File: src/rtl/hazard_scoreboard_if.sv
// F/D-D/X hazard bus: instruction registers in, stall/issue control and scoreboard status out.
// Master drives the instruction registers and multdiv ready; slave is the scoreboard.
interface hazard_scoreboard_if #(
   parameter int IW    = 32,
   parameter int RW    = 5,
   parameter int CNT_W = 16
);
   logic [IW-1:0]    fd_ir;
   logic [IW-1:0]    dx_ir;
   logic             md_result_ready;
   logic             select_stall;
   logic             md_start;
   logic             md_busy;
   logic [RW-1:0]    md_dest;
   logic             md_timeout;
   logic [CNT_W-1:0] stall_count;

   modport master (
      output fd_ir, dx_ir, md_result_ready,
      input  select_stall, md_start, md_busy, md_dest, md_timeout, stall_count
   );

   modport slave (
      input  fd_ir, dx_ir, md_result_ready,
      output select_stall, md_start, md_busy, md_dest, md_timeout, stall_count
   );
endinterface

File: src/rtl/hazard_scoreboard.sv
// F/D stall decision plus multdiv scoreboard; stall/start are combinational, status is registered.
// No flow control of its own: select_stall is the backpressure it applies to the F/D stage.
module hazard_scoreboard #(
   parameter int IW         = 32,
   parameter int RW         = 5,
   parameter int MD_TIMEOUT = 40,
   parameter int CNT_W      = 16,
   parameter bit LEGACY_MD  = 1'b0
) (
   input logic                clock,
   input logic                reset,
   hazard_scoreboard_if.slave bus
);
   typedef enum logic {IDLE = 1'b0, BUSY = 1'b1} state_t;

   localparam int TW = $clog2(MD_TIMEOUT);
   localparam logic [4:0] OP_RTYPE = 5'b00000, OP_BNE  = 5'b00010, OP_JR   = 5'b00100,
                          OP_ADDI  = 5'b00101, OP_BLT  = 5'b00110, OP_SW   = 5'b00111,
                          OP_LW    = 5'b01000, AL_MULT = 5'b00110, AL_DIV  = 5'b00111;

   state_t           state_q, state_d;
   logic [RW-1:0]    md_dest_q, md_dest_d;
   logic             md_timeout_q, md_timeout_d;
   logic [TW-1:0]    tmr_q, tmr_d;
   logic [CNT_W-1:0] stall_count_q, stall_count_d;

   logic [4:0]    fd_op, fd_alu, dx_op, dx_alu;
   logic [RW-1:0] fd_rd, fd_rs, fd_rt, dx_rd;
   logic          fd_rtype, fd_is_md, fd_rd_src, fd_writes, dx_is_md, dx_lw;
   logic          hz_load_use, hz_issue, hz_busy, stall, start;
   logic          unused_ir_bits;

   assign fd_op  = bus.fd_ir[IW-1 -: 5];
   assign fd_rd  = bus.fd_ir[IW-6 -: RW];
   assign fd_rs  = bus.fd_ir[IW-11 -: RW];
   assign fd_rt  = bus.fd_ir[IW-16 -: RW];
   assign fd_alu = bus.fd_ir[6:2];
   assign dx_op  = bus.dx_ir[IW-1 -: 5];
   assign dx_rd  = bus.dx_ir[IW-6 -: RW];
   assign dx_alu = bus.dx_ir[6:2];
   assign unused_ir_bits = ^{bus.fd_ir, bus.dx_ir};

   assign fd_rtype  = (fd_op == OP_RTYPE);
   assign fd_is_md  = fd_rtype && (fd_alu == AL_MULT || fd_alu == AL_DIV);
   assign fd_rd_src = (fd_op == OP_SW) || (fd_op == OP_BNE) || (fd_op == OP_JR) || (fd_op == OP_BLT);
   assign fd_writes = fd_rtype || (fd_op == OP_ADDI) || (fd_op == OP_LW);
   assign dx_is_md  = (dx_op == OP_RTYPE) && (dx_alu == AL_MULT || dx_alu == AL_DIV);
   assign dx_lw     = (dx_op == OP_LW);

   // r0 is hard-wired, so it never creates a dependency.
   function automatic logic reads_reg(input logic [RW-1:0] r, rs, rt, rd, input logic use_rt, use_rd);
      return (r != '0) && ((rs == r) || (use_rt && rt == r) || (use_rd && rd == r));
   endfunction

   function automatic logic writes_reg(input logic [RW-1:0] r, rd, input logic wr);
      return (r != '0) && wr && (rd == r);
   endfunction

   always_comb begin
      hz_load_use = dx_lw && reads_reg(dx_rd, fd_rs, fd_rt, fd_rd, fd_rtype, fd_rd_src);
      hz_issue    = dx_is_md && (reads_reg(dx_rd, fd_rs, fd_rt, fd_rd, fd_rtype, fd_rd_src) ||
                                 writes_reg(dx_rd, fd_rd, fd_writes) || fd_is_md);
      hz_busy     = (state_q == BUSY) &&
                    (reads_reg(md_dest_q, fd_rs, fd_rt, fd_rd, fd_rtype, fd_rd_src) ||
                     writes_reg(md_dest_q, fd_rd, fd_writes) || fd_is_md);
      if (LEGACY_MD)
         stall = hz_load_use || (state_q == BUSY) || dx_is_md;
      else
         stall = hz_load_use || hz_issue || hz_busy;
   end

   always_comb begin
      state_d      = state_q;
      md_dest_d    = md_dest_q;
      md_timeout_d = md_timeout_q;
      tmr_d        = tmr_q;
      start        = 1'b0;
      case (state_q)
         IDLE: begin
            if (dx_is_md) begin
               start     = 1'b1;
               state_d   = BUSY;
               md_dest_d = dx_rd;
               tmr_d     = TW'(MD_TIMEOUT - 1);
            end
         end
         BUSY: begin
            // A result arriving on the last timer cycle wins over the timeout.
            if (bus.md_result_ready) begin
               state_d   = IDLE;
               md_dest_d = '0;
            end else if (tmr_q == '0) begin
               state_d      = IDLE;
               md_dest_d    = '0;
               md_timeout_d = 1'b1;
            end else begin
               tmr_d = tmr_q - TW'(1);
            end
         end
         default: state_d = IDLE;
      endcase
      stall_count_d = stall_count_q;
      if (stall && !(&stall_count_q))
         stall_count_d = stall_count_q + CNT_W'(1);
   end

   always_ff @(posedge clock) begin
      if (!reset) begin
         state_q       <= IDLE;
         md_dest_q     <= '0;
         md_timeout_q  <= 1'b0;
         tmr_q         <= '0;
         stall_count_q <= '0;
      end else begin
         state_q       <= state_d;
         md_dest_q     <= md_dest_d;
         md_timeout_q  <= md_timeout_d;
         tmr_q         <= tmr_d;
         stall_count_q <= stall_count_d;
      end
   end

   assign bus.select_stall = stall;
   assign bus.md_start     = start;
   assign bus.md_busy      = (state_q == BUSY);
   assign bus.md_dest      = md_dest_q;
   assign bus.md_timeout   = md_timeout_q;
   assign bus.stall_count  = stall_count_q;
endmodule

File: src/flat_wrapper.sv
// flat-port wrapper written by rule: the top's interface ports become plain ports
module hazard_scoreboard_flat 
#(
   parameter int IW         = 32,
   parameter int RW         = 5,
   parameter int MD_TIMEOUT = 40,
   parameter int CNT_W      = 16,
   parameter bit LEGACY_MD  = 1'b0
)
  (clock, reset, bus_fd_ir, bus_dx_ir, bus_md_result_ready, bus_select_stall, bus_md_start, bus_md_busy, bus_md_dest, bus_md_timeout, bus_stall_count);
  hazard_scoreboard_if #(.IW(IW), .RW(RW), .CNT_W(CNT_W)) bus_i ();
  input logic clock;
  input logic reset;
  input wire logic [$bits(bus_i.fd_ir)-1:0] bus_fd_ir;
  input wire logic [$bits(bus_i.dx_ir)-1:0] bus_dx_ir;
  input wire logic [$bits(bus_i.md_result_ready)-1:0] bus_md_result_ready;
  output wire logic [$bits(bus_i.select_stall)-1:0] bus_select_stall;
  output wire logic [$bits(bus_i.md_start)-1:0] bus_md_start;
  output wire logic [$bits(bus_i.md_busy)-1:0] bus_md_busy;
  output wire logic [$bits(bus_i.md_dest)-1:0] bus_md_dest;
  output wire logic [$bits(bus_i.md_timeout)-1:0] bus_md_timeout;
  output wire logic [$bits(bus_i.stall_count)-1:0] bus_stall_count;
  assign bus_i.fd_ir = bus_fd_ir;
  assign bus_i.dx_ir = bus_dx_ir;
  assign bus_i.md_result_ready = bus_md_result_ready;
  assign bus_select_stall = bus_i.select_stall;
  assign bus_md_start = bus_i.md_start;
  assign bus_md_busy = bus_i.md_busy;
  assign bus_md_dest = bus_i.md_dest;
  assign bus_md_timeout = bus_i.md_timeout;
  assign bus_stall_count = bus_i.stall_count;
  hazard_scoreboard #(.IW(IW), .RW(RW), .MD_TIMEOUT(MD_TIMEOUT), .CNT_W(CNT_W), .LEGACY_MD(LEGACY_MD)) u_core (.clock(clock), .reset(reset), .bus(bus_i));
endmodule
File: config.mk
export PLATFORM = sky130hd
export DESIGN_NAME = hazard_scoreboard_flat
export DESIGN_NICKNAME = d
export VERILOG_FILES = /design/src/rtl/hazard_scoreboard_if.sv /design/src/rtl/hazard_scoreboard.sv /design/src/flat_wrapper.sv
export SDC_FILE = /design/constraint.sdc
export NUM_CORES = 1
export LEC_CHECK = 0
export CORE_MARGIN = 2
export CORE_UTILIZATION = 40
export DETAILED_ROUTE_END_ITERATION = 8
export PLACE_DENSITY = 0.8
export RECOVER_POWER = 100
export SLEW_MARGIN = 20
export SYNTH_ARGS = -nofsm -noshare
export SYNTH_HDL_FRONTEND = slang
export SYNTH_SLANG_ARGS = --single-unit
export TNS_END_PERCENT = 1
File: constraint.sdc
create_clock -name clock -period 3.9 [get_ports clock]
set_input_delay 0.78 -clock clock [delete_from_list [all_inputs] [get_ports clock]]
set_output_delay 0.78 -clock clock [all_outputs]
set_load 0.01 [all_outputs]
==> results of run 1 <==
==> registers in the layout, summed over array words and instances (netlist names) <==
name and count:
u_core.bus.md_dest 5, u_core.bus.stall_count 16, u_core.bus.md_busy 1, u_core.tmr_q 6, u_core.bus.md_timeout 1
==> stage by stage <==
stage / power, mW / std cells / cell area, µm² / hold slack [ps]
6_report: 0.6297 / 359 / 2664 / 494.6
5_1_grt: 0.6576 / 359 / 2664 / 549.6
4_1_cts: 0.6383 / 356 / 2654 / 501.6
3_5_place_dp: 0.3950 / 348 / 2570 / 492.1
3_3_place_gp: 0.3939 / 348 / 2570 / 457.0
2_1_floorplan: 0.3401 / 230 / 1813 / 487.3
==> kinds of logic after synthesis <==
kind of cell	Yosys count
simple gates	97
compound gates	46
xor+xnor	35
flops	29
buf+inv	19
fa+ha+maj	4
==> repair_timing <==
item,in CTS,in global routing
setup buffers,0,3
endpoints found under the setup margin,1,1
pin swaps,0,3
gates resized for setup,3,1
==> worst min path at each step <==
stage	depth (start not counted)	from	end
floorplan	1	u_core.tmr_q[0]	u_core.tmr_q[0]
finish	2	u_core.bus.stall_count[1]	u_core.bus.stall_count[1]
global placement	2	u_core.bus.md_timeout	u_core.bus.md_timeout
detailed placement	2	u_core.bus.stall_count[5]	u_core.bus.stall_count[5]
CTS	2	u_core.bus.stall_count[5]	u_core.bus.stall_count[5]
global route	2	u_core.tmr_q[4]	u_core.tmr_q[4]
==> cells in the mapped netlist <==
cell type	n
o22ai_1	1
or4_1	5
or4_4	1
o21a_1	2
xor2_1	14
nor2_1	24
nand4b_1	1
o21ai_2	1
or2_2	1
nand4bb_1	1
nand4_1	1
and3_1	3
o211a_1	1
o2bb2ai_2	1
nor4bb_1	1
nor3b_1	2
a211oi_1	3
inv_1	7
nand2_1	15
dfxtp_1	29
a31oi_1	2
nor4_1	4
or3_1	10
o31ai_1	3
or2_1	1
a21oi_1	14
clkinv_1	1
nand3_1	12
nor3_1	12
or4bb_1	1
nand3b_1	2
a22oi_1	5
clkbuf_1	10
o21ai_0	8
buf_6	1
xnor2_1	21
ha_1	3
o211ai_1	1
maj3_1	1
o21ai_1	4
==> cell type report <==
type	count	area (µm²)	share of cell area
clock buffer	6	72.57	0.02724
clock inverter	2	10.01	0.003758
inverter	8	30.03	0.01127
multi-input combinational	182	1150	0.4317
sequential	29	580.6	0.2179
tap	52	65.06	0.02442
timing repair buffer	80	755.7	0.2837
==> worst max-delay path, delay by kind of cell <==
family	cells	cell delay [ps]
and+or+nand+nor	4	1180
AOI/OAI and AO/OA	2	280
buffers and inverters	3	720
==> power by group <==
| part | total, mW | internal, mW | switching, mW |
|---|---|---|---|
| registers | 0.297 | 0.296 | 0.000286 |
| logic | 0.0918 | 0.0573 | 0.0345 |
| clock network | 0.241 | 0.123 | 0.118 |
==> per-layer routing <==
| metal | share of wire | vias to the layer above | global-route usage |
|---|---|---|---|
| li1 | - | 971 | - |
| met1 | 0.45 | 878 | 0.2343 |
| met2 | 0.45 | 63 | 0.3200 |
| met3 | 0.084 | 5 | 0.05767 |
| met4 | 0.010 | 0 | 0.06499 |
| met5 | 0 | - | 0 |
==> flow_summary.json, run 1 <==
{
  "outcome": "finished clean",
  "cp_max_fo": 3,
  "die_area_um2": 5087,
  "grt-ovfl-total": 0,
  "root_buffer": "clkbuf_8",
  "maxSlewViolCount": 0,
  "synth_cells": 230,
  "clkTransAtPathRegs_ps": 70,
  "synth_top_family_by_area": "simple AND/OR/NAND/NOR gates",
  "synthTopCellsByArea": "dfxtp_1 32%, xnor2_1 10%, xor2_1 6.8%, nor2_1 5.0%, a21oi_1 3.9%",
  "grtUsageTotal": 0.1913,
  "grt_pass1_wl_um": 7893,
  "start_kind": "primary input",
  "ys_types": 40,
  "yosysWarnings": 0,
  "cts_tree": "done",
  "cts_made_buffers": 5,
  "ant_nets": 0,
  "start_util": 0.4164,
  "wl_per_cell_um": 13.16,
  "reg2reg_slack_ps": 1080,
  "yosys.area_share.simple": 0.2823,
  "dp_slack_ps": -295.8,
  "skew_ps": 7.880,
  "avgSynthCellArea_um2": 7.883,
  "slowest_stage": "or4_1",
  "synth_xor_xnor_area_share": 0.1691,
  "hold_path_class": "reg -> reg",
  "max_freq_mhz": 266.7,
  "path_cells": "clkdlybuf4s50_1 > or2_0 > or4_1 > or4_1 > o211a_1 > o21ai_2 > nor2_1 > inv_1 > clkdlybuf4s15_2",
  "clk_path_buf_depth": 2,
  "die_h_um": 71.33,
  "p_leak_nw": 1.022,
  "ys_ff_latch": 29,
  "design.portCount": 92,
  "rows": 24,
  "num-nets-final": 376,
  "endpoint": "bus_select_stall",
  "final_common_cell": "clkdlybuf4s50_1",
  "ir_drop_uv": 225.1,
  "setup.worst_path.start": "bus_fd_ir[27]",
  "grt_setup_unrepaired": "false",
  "cts-htree-levels": 2,
  "vias": 1917,
  "muxShareOfSynthArea": 0,
  "setup_viol": 0,
  "synth_adder_area_share": 0.02622,
  "final.setup.tns_ps": 0,
  "r2r_cells": 11,
  "firstDrtPassIters": 4,
  "cp-end-kind": "primary output",
  "power_density_nw_per_um2": 236.4,
  "layout_common_cells": "37 x clkdlybuf4s50_1, 29 x dfxtp_1, 26 x dlygate4sd3_1, 24 x nor2_1, 21 x xnor2_1",
  "cts.sinks": 29,
  "drive_gt1_frac": 0.07492,
  "die_width_um": 71.33,
  "min_period_ps": 3750,
  "diodes": 0,
  "crit-reg2reg-launch": "u_core.bus.md_dest[2]",
  "worst_path_largest_cell_delay_ps": 450,
  "vias_per_cell": 5.340,
  "drv_cap": 0,
  "maxSlewHeadroom": 0.5075,
  "hold_violations": 0,
  "core_area_um2": 4354,
  "synth_nets": 300,
  "fill_cells": 396,
  "drc": 0,
  "io_buffers": 65,
  "synth_compound_area_frac": 0.1587,
  "r2r-end": "u_core.bus.stall_count[2]",
  "required_ps": 3120,
  "crit_path_frequent_cell": "or4_1",
  "arrival_ps": 2970,
  "initialDrtViolationCount": 68,
  "worst_pin_slew_ps": 734.3,
  "clkLatencyLatePin_ps": 290,
  "synth_seq_area_share": 0.3202,
  "drt_wl_total_um": 4725,
  "utilization": 0.6118,
  "synth_area_leader_cell": "dfxtp_1",
  "timing.final.ws_setup_ps": 150.3,
  "grt_pass1_vias": 1799,
  "syn_to_final_growth_pct": 46.93,
  "cts_hold_buf": 0,
  "synth.top_cell.area_share": 0.3202,
  "worstSetupPathType": "in -> out",
  "antenna_found_initial": 0,
  "gp_congestion": 0.8413,
  "grt_max_degree": 28,
  "fin_crit_sh": 0.9615,
  "syn_area_um2": 1813,
  "dpl.hpwl_um": 3497
}
(Power assumes the default switching activity.)
==> run 2: changes to the inputs <==
--- a/config.mk
+++ b/config.mk
@@ -5,10 +5,12 @@
 export SDC_FILE = /design/constraint.sdc
 export NUM_CORES = 1
 export LEC_CHECK = 0
+export ABC_AREA = 1
 export CORE_MARGIN = 2
-export CORE_UTILIZATION = 40
+export CORE_UTILIZATION = 60
 export DETAILED_ROUTE_END_ITERATION = 8
-export PLACE_DENSITY = 0.8
+export DONT_BUFFER_PORTS = 1
+export PLACE_DENSITY = 0.76
 export RECOVER_POWER = 100
 export SLEW_MARGIN = 20
 export SYNTH_ARGS = -nofsm -noshare
==> run 2 against run 1 <==
  * Synthesized area grew 18%
  * Synthesized cell count grew 68%
  * Largest cell class unchanged
  * Non-clock buffer count is 80 lower
  * Largest power group unchanged
  * Clock-buffer cell count did not move
==> flow_summary.json, run 2 <==
{
  "outcome": "finished clean",
  "dp_slack_ps": 1155,
  "timing.final.ws_setup_ps": 798.0,
  "hold_violations": 0,
  "synth_edf_count": 0,
  "finalInstanceArea_um2": 2207,
  "ir_drop_uv": 244.8,
  "cts_hold_buf": 0,
  "crit_family": "simple AND/OR/NAND/NOR gates",
  "io_buffers": 0,
  "die_h_um": 63.80,
  "drt_wl_total_um": 4736,
  "largest_register_ff_count": 16,
  "num-nets-final": 457,
  "maxSlewHeadroom": 0.3493,
  "root_buffer": "clkbuf_4",
  "grt_setup_unrepaired": "false",
  "slowest_stage": "nand2_1",
  "cts_tree": "done",
  "drv_cap": 0,
  "grt_max_degree": 30,
  "die_width_um": 63.80,
  "gp_congestion": 0.8201,
  "hold_path_class": "reg -> reg",
  "final.setup.tns_ps": 0,
  "cts.sinks": 29,
  "vias_per_cell": 5.046,
  "synth_nets": 457,
  "syn_area_um2": 2146,
  "required_ps": 3120,
  "crit_path_frequent_cell": "nand2_1",
  "grt-ovfl-total": 0,
  "whs_ps": 484.3,
  "rows": 21,
  "vias": 2190,
  "seq_area_um2": 580.6,
  "synthTopCellsByArea": "dfxtp_1 27%, nand2_1 24%, inv_1 11%, nor2_1 10%, nand3_1 6.3%",
  "max_freq_mhz": 322.4,
  "ys_ff_latch": 29,
  "yosysMostFrequentCell": "nand2_1",
  "ctsResizeCount": 0,
  "design.portCount": 92,
  "antenna_found_initial": 0,
  "worst_pin_slew_ps": 973.7,
  "diodes": 0,
  "die_area_um2": 4070,
  "ys_top_cells_by_count": "136 x nand2_1, 63 x inv_1, 59 x nor2_1",
  "maxSlewViolCount": 0,
  "drive_gt1_frac": 0.02320,
  "path_cells": "inv_1 > nand2_1 > nand2_1 > nor2_1 > nand2_1 > nor2_1 > nor2_1 > nand2_1 > nand2_1 > nand2_1 > nand2_1 > nand2_1",
  "fin_crit_sh": 0.7954,
  "initialDrtViolationCount": 137,
  "place_area_um2": 2158,
  "final_common_cell": "nand2_1",
  "syn_to_final_growth_pct": 2.857,
  "synth-main-ff-cell": "dfxtp_1",
  "wl_per_cell_um": 10.91,
  "fill_cells": 355,
  "synth_cells": 387,
  "cp_max_fo": 29,
  "grt_pass1_wl_um": 8073,
  "synth_area_leader_cell": "dfxtp_1",
  "ys_types": 25,
  "crit_buf_inv": 1,
  "start_util": 0.6331,
  "power_density_nw_per_um2": 236.0,
  "clk_path_buf_depth": 2,
  "synth_seq_area_share": 0.2706,
  "yosysWarnings": 0,
  "clkLatencyLatePin_ps": 330,
  "dpl.hpwl_um": 3763,
  "cts-htree-levels": 2,
  "layout_common_cells": "137 x nand2_1, 63 x inv_1, 59 x nor2_1, 29 x dfxtp_1, 27 x nand3_1",
  "postCtsSetupBuffers": 0,
  "arrival_ps": 2320,
  "async_flop_share": 0,
  "firstDrtPassIters": 4,
  "grtUsageTotal": 0.2430,
  "synth.top_cell.area_share": 0.2706,
  "multi_input_area_um2": 1270,
  "core_area_um2": 3390,
  "grt_pass1_vias": 1937,
  "reg2reg_slack_ps": 1440,
  "min_period_ps": 3102,
  "start_kind": "flop",
  "cts_made_buffers": 5,
  "skew_ps": 9.286,
  "p_leak_nw": 1.141,
  "setup_viol": 0,
  "cp-end-kind": "primary output",
  "clkTransAtPathRegs_ps": 100,
  "worstSetupPathType": "reg -> out",
  "ant_nets": 0,
  "drc": 0,
  "utilization": 0.6512,
  "avgSynthCellArea_um2": 5.545,
  "worst_path_largest_cell_delay_ps": 710
}
run 2: cell types whose count changed after synthesis, moves of 10 or more:
cell / before / now
a21oi_1: 14 / 24
nand2_1: 15 / 136
or3_1: 10 / 0
nand4_1: 1 / 11
inv_1: 7 / 63
xnor2_1: 21 / 5
nor2_1: 24 / 59
nand3_1: 12 / 27
xor2_1: 14 / 4
run 2: final cells by class:
class / count / share of cell area
Tap cell: 46 / 0.02608
Clock buffer: 6 / 0.01871
Sequential cell: 29 / 0.2630
Multi-Input combinational cell: 285 / 0.5754
Clock inverter: 2 / 0.004535
Inverter: 66 / 0.1122
run 2: logic make-up (layout without fill, tap and decap cells):
kind of cell,after synthesis,in the layout,share of synthesized area
AO/OA/AOI/OAI,30,30,0.07406
adder cells (fa/ha/maj),3,3,0.01749
flip-flops,29,29,0.2706
XOR/XNOR,9,9,0.03673
buffers and inverters,73,74,0.1364
AND/OR/NAND/NOR,243,243,0.4647
run 2: metal layers:
| metal | global-route usage | routed length [µm] |
|---|---|---|
| met1 | 0.3063 | 2260 |
| met2 | 0.4063 | 2105 |
| met3 | 0.07218 | 317 |
| met4 | 0.05707 | 53 |
| met5 | 0 | 0 |
run 2: power by group:
| group | total [mW] | switching (mW) | internal (mW) |
|---|---|---|---|
| Clock | 0.175 | 0.106 | 0.0685 |
| Combinational | 0.0493 | 0.0283 | 0.0210 |
| Sequential | 0.297 | 0.000421 | 0.296 |
| Total | 0.521 | 0.135 | 0.386 |
run 2: final timing paths:
check | start | end | cells past startpoint
worst min-delay path | u_core.tmr_q[3] | u_core.tmr_q[3] | 2
worst max-delay path | u_core.bus.md_dest[3] | bus_select_stall | 12
worst max register to register | u_core.bus.md_dest[3] | u_core.bus.stall_count[10] | 15
worst min register to register | u_core.tmr_q[3] | u_core.tmr_q[3] | 2
run 2: metrics by stage:
stage / total power [mW] / cells
floorplan: 0.3490 / 387
global placement: 0.3521 / 426
detailed placement: 0.3530 / 426
CTS: 0.5290 / 434
global route: 0.5454 / 434
finish: 0.5209 / 434
run 2: tightest hold or removal path: cells and delay by family, from the launching register on:
family          cells  cell delay, ps
compound gates      1              50
flops               1             330
simple gates        1              60
